<file path="src/rtl/seq_signed_divider_if.sv">
// Start/ready handshake bundle shared by the sequential divider and its drivers.
interface seq_signed_divider_if #(
    parameter int unsigned WIDTH = 16
) ();
    logic             start;
    logic [WIDTH-1:0] dividend;
    logic [WIDTH-1:0] divisor;
    logic [WIDTH-1:0] quotient;
    logic [WIDTH-1:0] remainder;
    logic             ready;
    logic             busy;
    logic             div_by_zero;

    // Requester side: issues operands, observes results.
    modport master (
        output start, dividend, divisor,
        input  quotient, remainder, ready, busy, div_by_zero
    );

    // Divider side.
    modport slave (
        input  start, dividend, divisor,
        output quotient, remainder, ready, busy, div_by_zero
    );
endinterface

</file>
<file path="src/rtl/seq_signed_divider.sv">
// Multi-cycle signed divider: restoring shift-subtract on magnitudes, one
// quotient bit per clock, then sign correction (truncating / and % semantics).
module seq_signed_divider #(
    parameter int unsigned WIDTH = 16
) (
    input  logic                  clk,
    input  logic                  reset,
    seq_signed_divider_if.slave   bus
);
    localparam int unsigned CW = $clog2(WIDTH + 1);

    typedef enum logic [1:0] {ST_IDLE, ST_CALC, ST_DONE} state_t;

    state_t           r_state;
    state_t           w_next;

    logic [WIDTH:0]   r_rem;
    logic [WIDTH-1:0] r_dvd;
    logic [WIDTH-1:0] r_dsr;
    logic [CW-1:0]    r_cnt;
    logic             r_q_neg;
    logic             r_r_neg;
    logic             r_dbz;

    logic [WIDTH-1:0] r_quotient;
    logic [WIDTH-1:0] r_remainder;
    logic             r_ready;
    logic             r_busy;
    logic             r_div_by_zero;

    logic [WIDTH-1:0] w_dvd_mag;
    logic [WIDTH-1:0] w_dsr_mag;
    logic [WIDTH+1:0] w_shift;
    logic [WIDTH+1:0] w_trial;
    logic             w_keep;
    logic             w_last;
    logic [WIDTH-1:0] w_q_fin;
    logic [WIDTH-1:0] w_r_fin;

    // Operand magnitudes; the most negative value maps onto its unsigned magnitude.
    assign w_dvd_mag = bus.dividend[WIDTH-1] ? (~bus.dividend + WIDTH'(1)) : bus.dividend;
    assign w_dsr_mag = bus.divisor[WIDTH-1]  ? (~bus.divisor  + WIDTH'(1)) : bus.divisor;

    // One restoring step: shift {rem, dvd} left, trial-subtract the divisor.
    assign w_shift = {r_rem, r_dvd[WIDTH-1]};
    assign w_trial = w_shift - {2'b00, r_dsr};
    assign w_keep  = ~w_trial[WIDTH+1];
    assign w_last  = (r_cnt == CW'(WIDTH));

    // Sign correction. With a zero divisor every trial keeps, so the partial
    // remainder ends as |dividend| and the signed remainder is the dividend.
    assign w_q_fin = r_dbz   ? {WIDTH{1'b1}}
                   : r_q_neg ? (~r_dvd + WIDTH'(1)) : r_dvd;
    assign w_r_fin = r_r_neg ? (~r_rem[WIDTH-1:0] + WIDTH'(1)) : r_rem[WIDTH-1:0];

    assign bus.quotient    = r_quotient;
    assign bus.remainder   = r_remainder;
    assign bus.ready       = r_ready;
    assign bus.busy        = r_busy;
    assign bus.div_by_zero = r_div_by_zero;

    // State register.
    always_ff @(posedge clk or posedge reset) begin
        if (reset) begin
            r_state <= ST_IDLE;
        end else begin
            r_state <= w_next;
        end
    end

    // Next-state logic: IDLE -> CALC on start, CALC for WIDTH steps + writeback, DONE one cycle.
    always_comb begin
        w_next = r_state;
        case (r_state)
            ST_IDLE: if (bus.start) w_next = ST_CALC;
            ST_CALC: if (w_last)    w_next = ST_DONE;
            ST_DONE:                w_next = ST_IDLE;
            default:                w_next = ST_IDLE;
        endcase
    end

    // Datapath and registered outputs.
    always_ff @(posedge clk or posedge reset) begin
        if (reset) begin
            r_rem         <= '0;
            r_dvd         <= '0;
            r_dsr         <= '0;
            r_cnt         <= '0;
            r_q_neg       <= 1'b0;
            r_r_neg       <= 1'b0;
            r_dbz         <= 1'b0;
            r_quotient    <= '0;
            r_remainder   <= '0;
            r_ready       <= 1'b0;
            r_busy        <= 1'b0;
            r_div_by_zero <= 1'b0;
        end else begin
            r_ready <= (w_next == ST_DONE);
            r_busy  <= (w_next != ST_IDLE);
            case (r_state)
                ST_IDLE: begin
                    if (bus.start) begin
                        r_dvd   <= w_dvd_mag;
                        r_dsr   <= w_dsr_mag;
                        r_q_neg <= bus.dividend[WIDTH-1] ^ bus.divisor[WIDTH-1];
                        r_r_neg <= bus.dividend[WIDTH-1];
                        r_dbz   <= (bus.divisor == '0);
                        r_rem   <= '0;
                        r_cnt   <= '0;
                    end
                end
                ST_CALC: begin
                    if (!w_last) begin
                        r_rem <= w_keep ? w_trial[WIDTH:0] : w_shift[WIDTH:0];
                        r_dvd <= {r_dvd[WIDTH-2:0], w_keep};
                        r_cnt <= r_cnt + CW'(1);
                    end else begin
                        r_quotient    <= w_q_fin;
                        r_remainder   <= w_r_fin;
                        r_div_by_zero <= r_dbz;
                    end
                end
                default: ;
            endcase
        end
    end
endmodule

</file>
<file path="src/flat_wrapper.sv">
// flat-port wrapper written by rule: the top's interface ports become plain ports
module seq_signed_divider_flat 
#(
    parameter int unsigned WIDTH = 16
)
  (clk, reset, bus_start, bus_dividend, bus_divisor, bus_quotient, bus_remainder, bus_ready, bus_busy, bus_div_by_zero);
  seq_signed_divider_if #(.WIDTH(WIDTH)) bus_i ();
  input  logic clk;
  input  logic reset;
  input wire logic [$bits(bus_i.start)-1:0] bus_start;
  input wire logic [$bits(bus_i.dividend)-1:0] bus_dividend;
  input wire logic [$bits(bus_i.divisor)-1:0] bus_divisor;
  output wire logic [$bits(bus_i.quotient)-1:0] bus_quotient;
  output wire logic [$bits(bus_i.remainder)-1:0] bus_remainder;
  output wire logic [$bits(bus_i.ready)-1:0] bus_ready;
  output wire logic [$bits(bus_i.busy)-1:0] bus_busy;
  output wire logic [$bits(bus_i.div_by_zero)-1:0] bus_div_by_zero;
  assign bus_i.start = bus_start;
  assign bus_i.dividend = bus_dividend;
  assign bus_i.divisor = bus_divisor;
  assign bus_quotient = bus_i.quotient;
  assign bus_remainder = bus_i.remainder;
  assign bus_ready = bus_i.ready;
  assign bus_busy = bus_i.busy;
  assign bus_div_by_zero = bus_i.div_by_zero;
  seq_signed_divider #(.WIDTH(WIDTH)) u_core (.clk(clk), .reset(reset), .bus(bus_i));
endmodule
</file>
<file path="config.mk">
export PLATFORM = sky130hd
export DESIGN_NAME = seq_signed_divider_flat
export DESIGN_NICKNAME = d
export VERILOG_FILES = /design/src/rtl/seq_signed_divider_if.sv /design/src/rtl/seq_signed_divider.sv /design/src/flat_wrapper.sv
export SDC_FILE = /design/constraint.sdc
export NUM_CORES = 1
export LEC_CHECK = 0
export ABC_AREA = 1
export BUFFER_PORTS_ARGS = -buffer_cell sky130_fd_sc_hd__buf_2
export CAP_MARGIN = 15
export CORE_MARGIN = 2
export CORE_UTILIZATION = 60
export CTS_BUF_LIST = sky130_fd_sc_hd__clkbuf_2
export CTS_CLUSTER_SIZE = 12
export DETAILED_ROUTE_END_ITERATION = 10
export PLACE_DENSITY = 0.85
export REMOVE_ABC_BUFFERS = 1
export SLEW_MARGIN = 15
export SYNTH_ARGS = -nofsm -noshare
export SYNTH_HDL_FRONTEND = slang
export SYNTH_SLANG_ARGS = --single-unit
</file>
<file path="constraint.sdc">
create_clock -name clk -period 5.3 [get_ports clk]
set_input_delay 1.06 -clock clk [delete_from_list [all_inputs] [get_ports clk]]
set_output_delay 1.06 -clock clk [all_outputs]
set_load 0.02 [all_outputs]
</file>
Word-level counts from Yosys, hierarchy flattened
Cells that the tools add are included.
- ROM bits: 0
- bits in writable memories: 0
- output and inout port bits: 35
- latch bits: 0
- word-level logic and storage cells: 55
- input port bits: 35
- bits in registers: 94
- memories kept: 0
- bitwise gates (word level): 6
- reductions and logical operators: 7
- equal/unequal tests: 5
- $mul: 0
- mux-type cells: 18
- $lt $le $gt $ge: 0
- $add $sub $neg: 6
- shift-type cells: 0
- divide/modulo/power cells: 0
- operators with widths (cell ; count):
    2-to-1 mux 16 bit ; 7
    adder 16 x 1 -> 16 bit, second input constant ; 4
    inverter 16 bit ; 4
    2-to-1 mux 17 bit ; 3
    case mux 17 bit (2 select lines) ; 1
    case mux 16 bit (2 select lines) ; 1
    subtractor 18 x 16 -> 18 bit ; 1
    zero test 16 bit ; 1
    2-to-1 mux 5 bit ; 2
    case mux 5 bit (2 select lines) ; 1
    adder 5 x 1 -> 5 bit, second input constant ; 1
    == test 5 bit, second input constant ; 1
    2-to-1 mux 2 bit ; 2
    inequality test 2 bit, second input constant ; 2
    case mux 2 bit (2 select lines) ; 1
    AND reduction 2 bit ; 2
    nonzero test 2 bit ; 2
    AND reduction 3 bit ; 1
    == test 2 x 1 -> 1 bit, second input constant ; 1
    == test 2 bit, second input constant ; 1
    zero test 2 bit ; 1
    inverter 1 bit ; 1
    XOR 1 bit ; 1

Longest topological paths before layout
- word-level depth: 5
- mapped depth: 15
- depth with buffers taken out: 15

Worst setup path after synthesis
No wires, ideal clock.
- path type: in2reg
- start point: in bus_divisor[0]
- end point: reg u_core.r_dsr[8]
- cell stages on the path: 10
- arrival time: 2131 ps
- path buffers: 0
- setup slack: 3034 ps
- library setup time: 134 ps
- path through: inv_1 -> ha_1 -> inv_1 -> nor3_1 -> inv_1 -> nor2_1 -> inv_1 -> o21ai_0 -> xor2_1 -> o21ai_0
- cells in the longest elaborated chain, start to end: 3
- RTL lines (what ; line ; source):
    start, declared ; flat_wrapper.sv:12 ; input wire logic [$bits(bus_i.divisor)-1:0] bus_divisor;
    inverter 16 bit ; seq_signed_divider.sv:42 ; assign w_dsr_mag = bus.divisor[WIDTH-1] ? (~bus.divisor + WIDTH'(1)) : bus.divisor;
    adder 16 x 1 -> 16 bit ; seq_signed_divider.sv:42 ;
    2-to-1 mux 16 bit ; seq_signed_divider.sv:42 ;
    end signal, assigned ; seq_signed_divider.sv:104 ; r_dsr <= w_dsr_mag;
    end, declared ; seq_signed_divider.sv:19 ; logic [WIDTH-1:0] r_dsr;
No other way between the ends.
A chain may end at the register's enable or synchronous reset.

Worst setup path in the final report
- start point: reg u_core.r_state[1]
- end point: reg u_core.r_quotient[3], in the netlist u_core.bus.quotient[3]
- cells in the longest elaborated chain, start to end: 2
- RTL lines (what ; line ; source):
    start, declared ; seq_signed_divider.sv:14 ; state_t r_state;
    start signal, assigned ; seq_signed_divider.sv:67 ; r_state <= w_next;
    == test 2 x 1 -> 1 bit ; seq_signed_divider.sv:100 ; case (r_state)
    AND reduction 2 bit (no source line) ; -- ;
    end signal, assigned ; seq_signed_divider.sv:118 ; r_quotient <= w_q_fin;
    end, declared ; seq_signed_divider.sv:25 ; logic [WIDTH-1:0] r_quotient;
No other way between the ends.

==> results.md <==
- Status: complete, no violations
- Max Root-Sink Buffers: 2
- Filler Cell Count: 967
- Synth unique cells: 46
- Area fraction of the dominant cell type after synthesis: 0.361
- Antenna diodes: 0
- Syn Std Cell Area: 0.00652 sq mm
- P_leak: 3.75 nW
- Skew-Pair Late Insertion Delay: 0.64 ns
- FF-to-FF Start: u_core.r_state[1]$_DFF_PP0_
- Area grow syn2layout: 7.95%
- Critical Path AT: 3.43 ns
- Setup Viol. Count Final: 0
- CP max FO: 30
- Routed WL per cell: 13.5 um
- Minimum clock period after layout: 2.86 ns
- Synth Instances: 917
- CTS-repair resized insts: 0
- EDFF count, synth: 0
- Core Util, Final: 0.658
- Placeable Area: 0.0107 sq mm
- Clock transition at the registers of the reported paths: 0.30 ns
- Root Buffer: clkbuf_2
- Clock Skew: 0.0487 ns
- Max Slew Vio Count: 0
- Final TNS setup: 0 ns
- Commonest non-fill, non-tap cell in the layout: nand2_1
- Post-synth ARST share: 1.00
- Crit end category: register
- Largest area contributor in the netlist: dfrtp_1
- TritonCTS Buffers: 9
- Vias per cell: 5.38
- Most frequent cells in the layout: 242 x nand2_1, 129 x inv_1, 94 x nand3_1, 94 x dfrtp_1, 69 x buf_2
- Hold Fails Final Rpt: 0
- Primary FF master, synth: dfrtp_1
- Number of port buffers: 69
- Number of synthesized register bits: 94
- Die Ht: 108 um
- Post-CTS Repair Setup Buffers: 0
- Actual slew at the worst max-slew pin: 0.748 ns
- CTS sink cnt: 94
- Register-to-register setup slack: 2.44 ns
- Vias in the first global route: 5,479
- Final period utilization: 0.539
- Largest net degree at the start of global routing: 62
- Startpoint Class: register
- RSZ-0062 raised after global routing: false
- Total grt overflow: 0
- Min-delay worst type: input port to asynchronous set/reset pin
- Reg2reg end: u_core.bus.quotient[3]$_DFFE_PP0P_
- Highest clock rate: 350 MHz
- Power per cell area: 704 mW/mm^2
- Worst rel slew slack: 0.502
- Final HPWL DP: 11,700 um
- Nets: 1,032
- CTS HTree Levels: 3
- Layout cells sized above 1: 0.138
- Maxcap violations: 0
- Hold Buf Count CTS: 0
- Register area share after synthesis: 0.361
- Num ports: 70
- Post-Route WL: 15,100 um
- Via Count: 6,024
- Routability cong.: 0.954
- Initial Utilization: 0.609
- Post-route ant nets: 0
- Critical path class: register to register
- Reg2Reg Depth: 9
- DRT Pass-1 Iters: 5
- Data required time of the worst path: 5.87 ns
- Die width: 108 um
- GRT Overall Usage: 0.274
- Synth Warn #: 0
- Residual DRC: 0
- Number of DRC markers in iteration 0: 512
- Top cells by area, synth: dfrtp_1 36%, nand2_1 14%, inv_1 7.5%, nand3_1 7.2%, o21ai_0 4.8%
- Area of the die: 0.0117 sq mm
- Global-route wire length before repair: 25,500 um
- Row count: 38
- Initial antenna violation count: 0
- Syn avg cell area: 7.11 sq um
- CTS tree: built
- Worst VDD drop: 0.257 mV
## synth_stat cells (3+ instances only)
cell       count
o21ai_0       62
nor2_1        58
nand3_2       14
a2bb2oi_1      4
xnor2_1        6
ha_1          22
nand3b_1       4
o22ai_1       12
nor3_1        11
nand3_1       94
a21oi_1       35
inv_2         11
o22a_1         3
inv_1        130
or2_2          3
buf_2          4
xor2_1        30
clkbuf_1      14
nand2_1      242
nor2_4         3
clkinv_1       3
o211ai_1       7
nand2_4        4
dfrtp_1       94
o221ai_1       3
nand2_2        6
nand4_1        9
## worst max-delay path, cell delays in order, from the launching register on
cell,delay (ns)
dfrtp_1,0.46
nor2_4,0.34
inv_2,0.21
nor2_2,0.14
buf_4,0.27
inv_2,0.24
nor2_1,0.60
inv_1,0.26
a31oi_1,0.21
a2bb2oi_1,0.08
## layout make-up
cell class / count / area (sq um) / area share
multi-input combinational: 654 / 3490 / 0.496
tap: 140 / 175 / 0.0249
clock buffer: 9 / 45.0 / 0.00640
inverter: 144 / 543 / 0.0772
sequential: 94 / 2350 / 0.334
timing repair buffer: 71 / 360 / 0.0512
clock inverter: 7 / 67.6 / 0.00960
## routing by layer
layer / GRT usage / share of wire
met1: 0.398 / 0.49
met2: 0.431 / 0.44
met3: 0.0464 / 0.057
met4: 0.0641 / 0.014
met5: 0 / 0
## cell families after synthesis
kind of cell,count (synthesis),synth area share
buffers and inverters,169,0.103
adder cells (fa/ha/maj),23,0.0453
flip-flops,94,0.361
AO/OA/AOI/OAI,138,0.121
XOR/XNOR,36,0.0484
AND/OR/NAND/NOR,457,0.322
## through the flow
step | setup slack, ns | cells | total power [mW] | hold slack [ns] | cell area [sq um]
6_report | 2.44 | 1119 | 4.95 | 0.365 | 7040
5_1_grt | 2.09 | 1119 | 5.49 | 0.361 | 7040
4_1_cts | 2.43 | 1119 | 4.94 | 0.359 | 7040
3_5_place_dp | 2.40 | 1103 | 4.58 | 0.459 | 6920
3_3_place_gp | 2.50 | 1103 | 4.47 | 0.454 | 6920
2_1_floorplan | 1.79 | 892 | 3.80 | 0.438 | 6380
## report_power, final
group          switching, mW  internal [mW]  total, mW
Clock                  0.276         0.0733      0.350
Combinational           2.05           1.16       3.21
Sequential             0.321           1.07       1.39
Total                   2.65           2.30       4.95
## registers in the layout, indices dropped and copies added, names as in the netlist
register                cells
u_core.r_r_neg              1
u_core.bus.div_by_zero      1
u_core.r_q_neg              1
u_core.r_dbz                1
u_core.r_dsr               16
u_core.r_dvd               16
u_core.bus.busy             1
u_core.bus.ready            1
u_core.r_rem               17
u_core.bus.quotient        16
u_core.bus.remainder       16
u_core.r_cnt                5
u_core.r_state              2
## worst max path at each step
| stage | to | start | cells after the start |
|---|---|---|---|
| 2_1_floorplan | u_core.bus.busy$_DFF_PP0_ | reset | 1 |
| 3_3_place_gp | u_core.r_dvd[14]$_DFFE_PP0P_ | bus_start | 7 |
| 3_5_place_dp | u_core.bus.quotient[3]$_DFFE_PP0P_ | u_core.r_state[1]$_DFF_PP0_ | 9 |
| 4_1_cts | u_core.bus.quotient[3]$_DFFE_PP0P_ | u_core.r_state[1]$_DFF_PP0_ | 9 |
| 5_1_grt | u_core.bus.quotient[3]$_DFFE_PP0P_ | u_core.r_state[1]$_DFF_PP0_ | 9 |
| 6_report | u_core.bus.quotient[3]$_DFFE_PP0P_ | u_core.r_state[1]$_DFF_PP0_ | 9 |
Note: power is estimated with default switching activity, not from simulation.
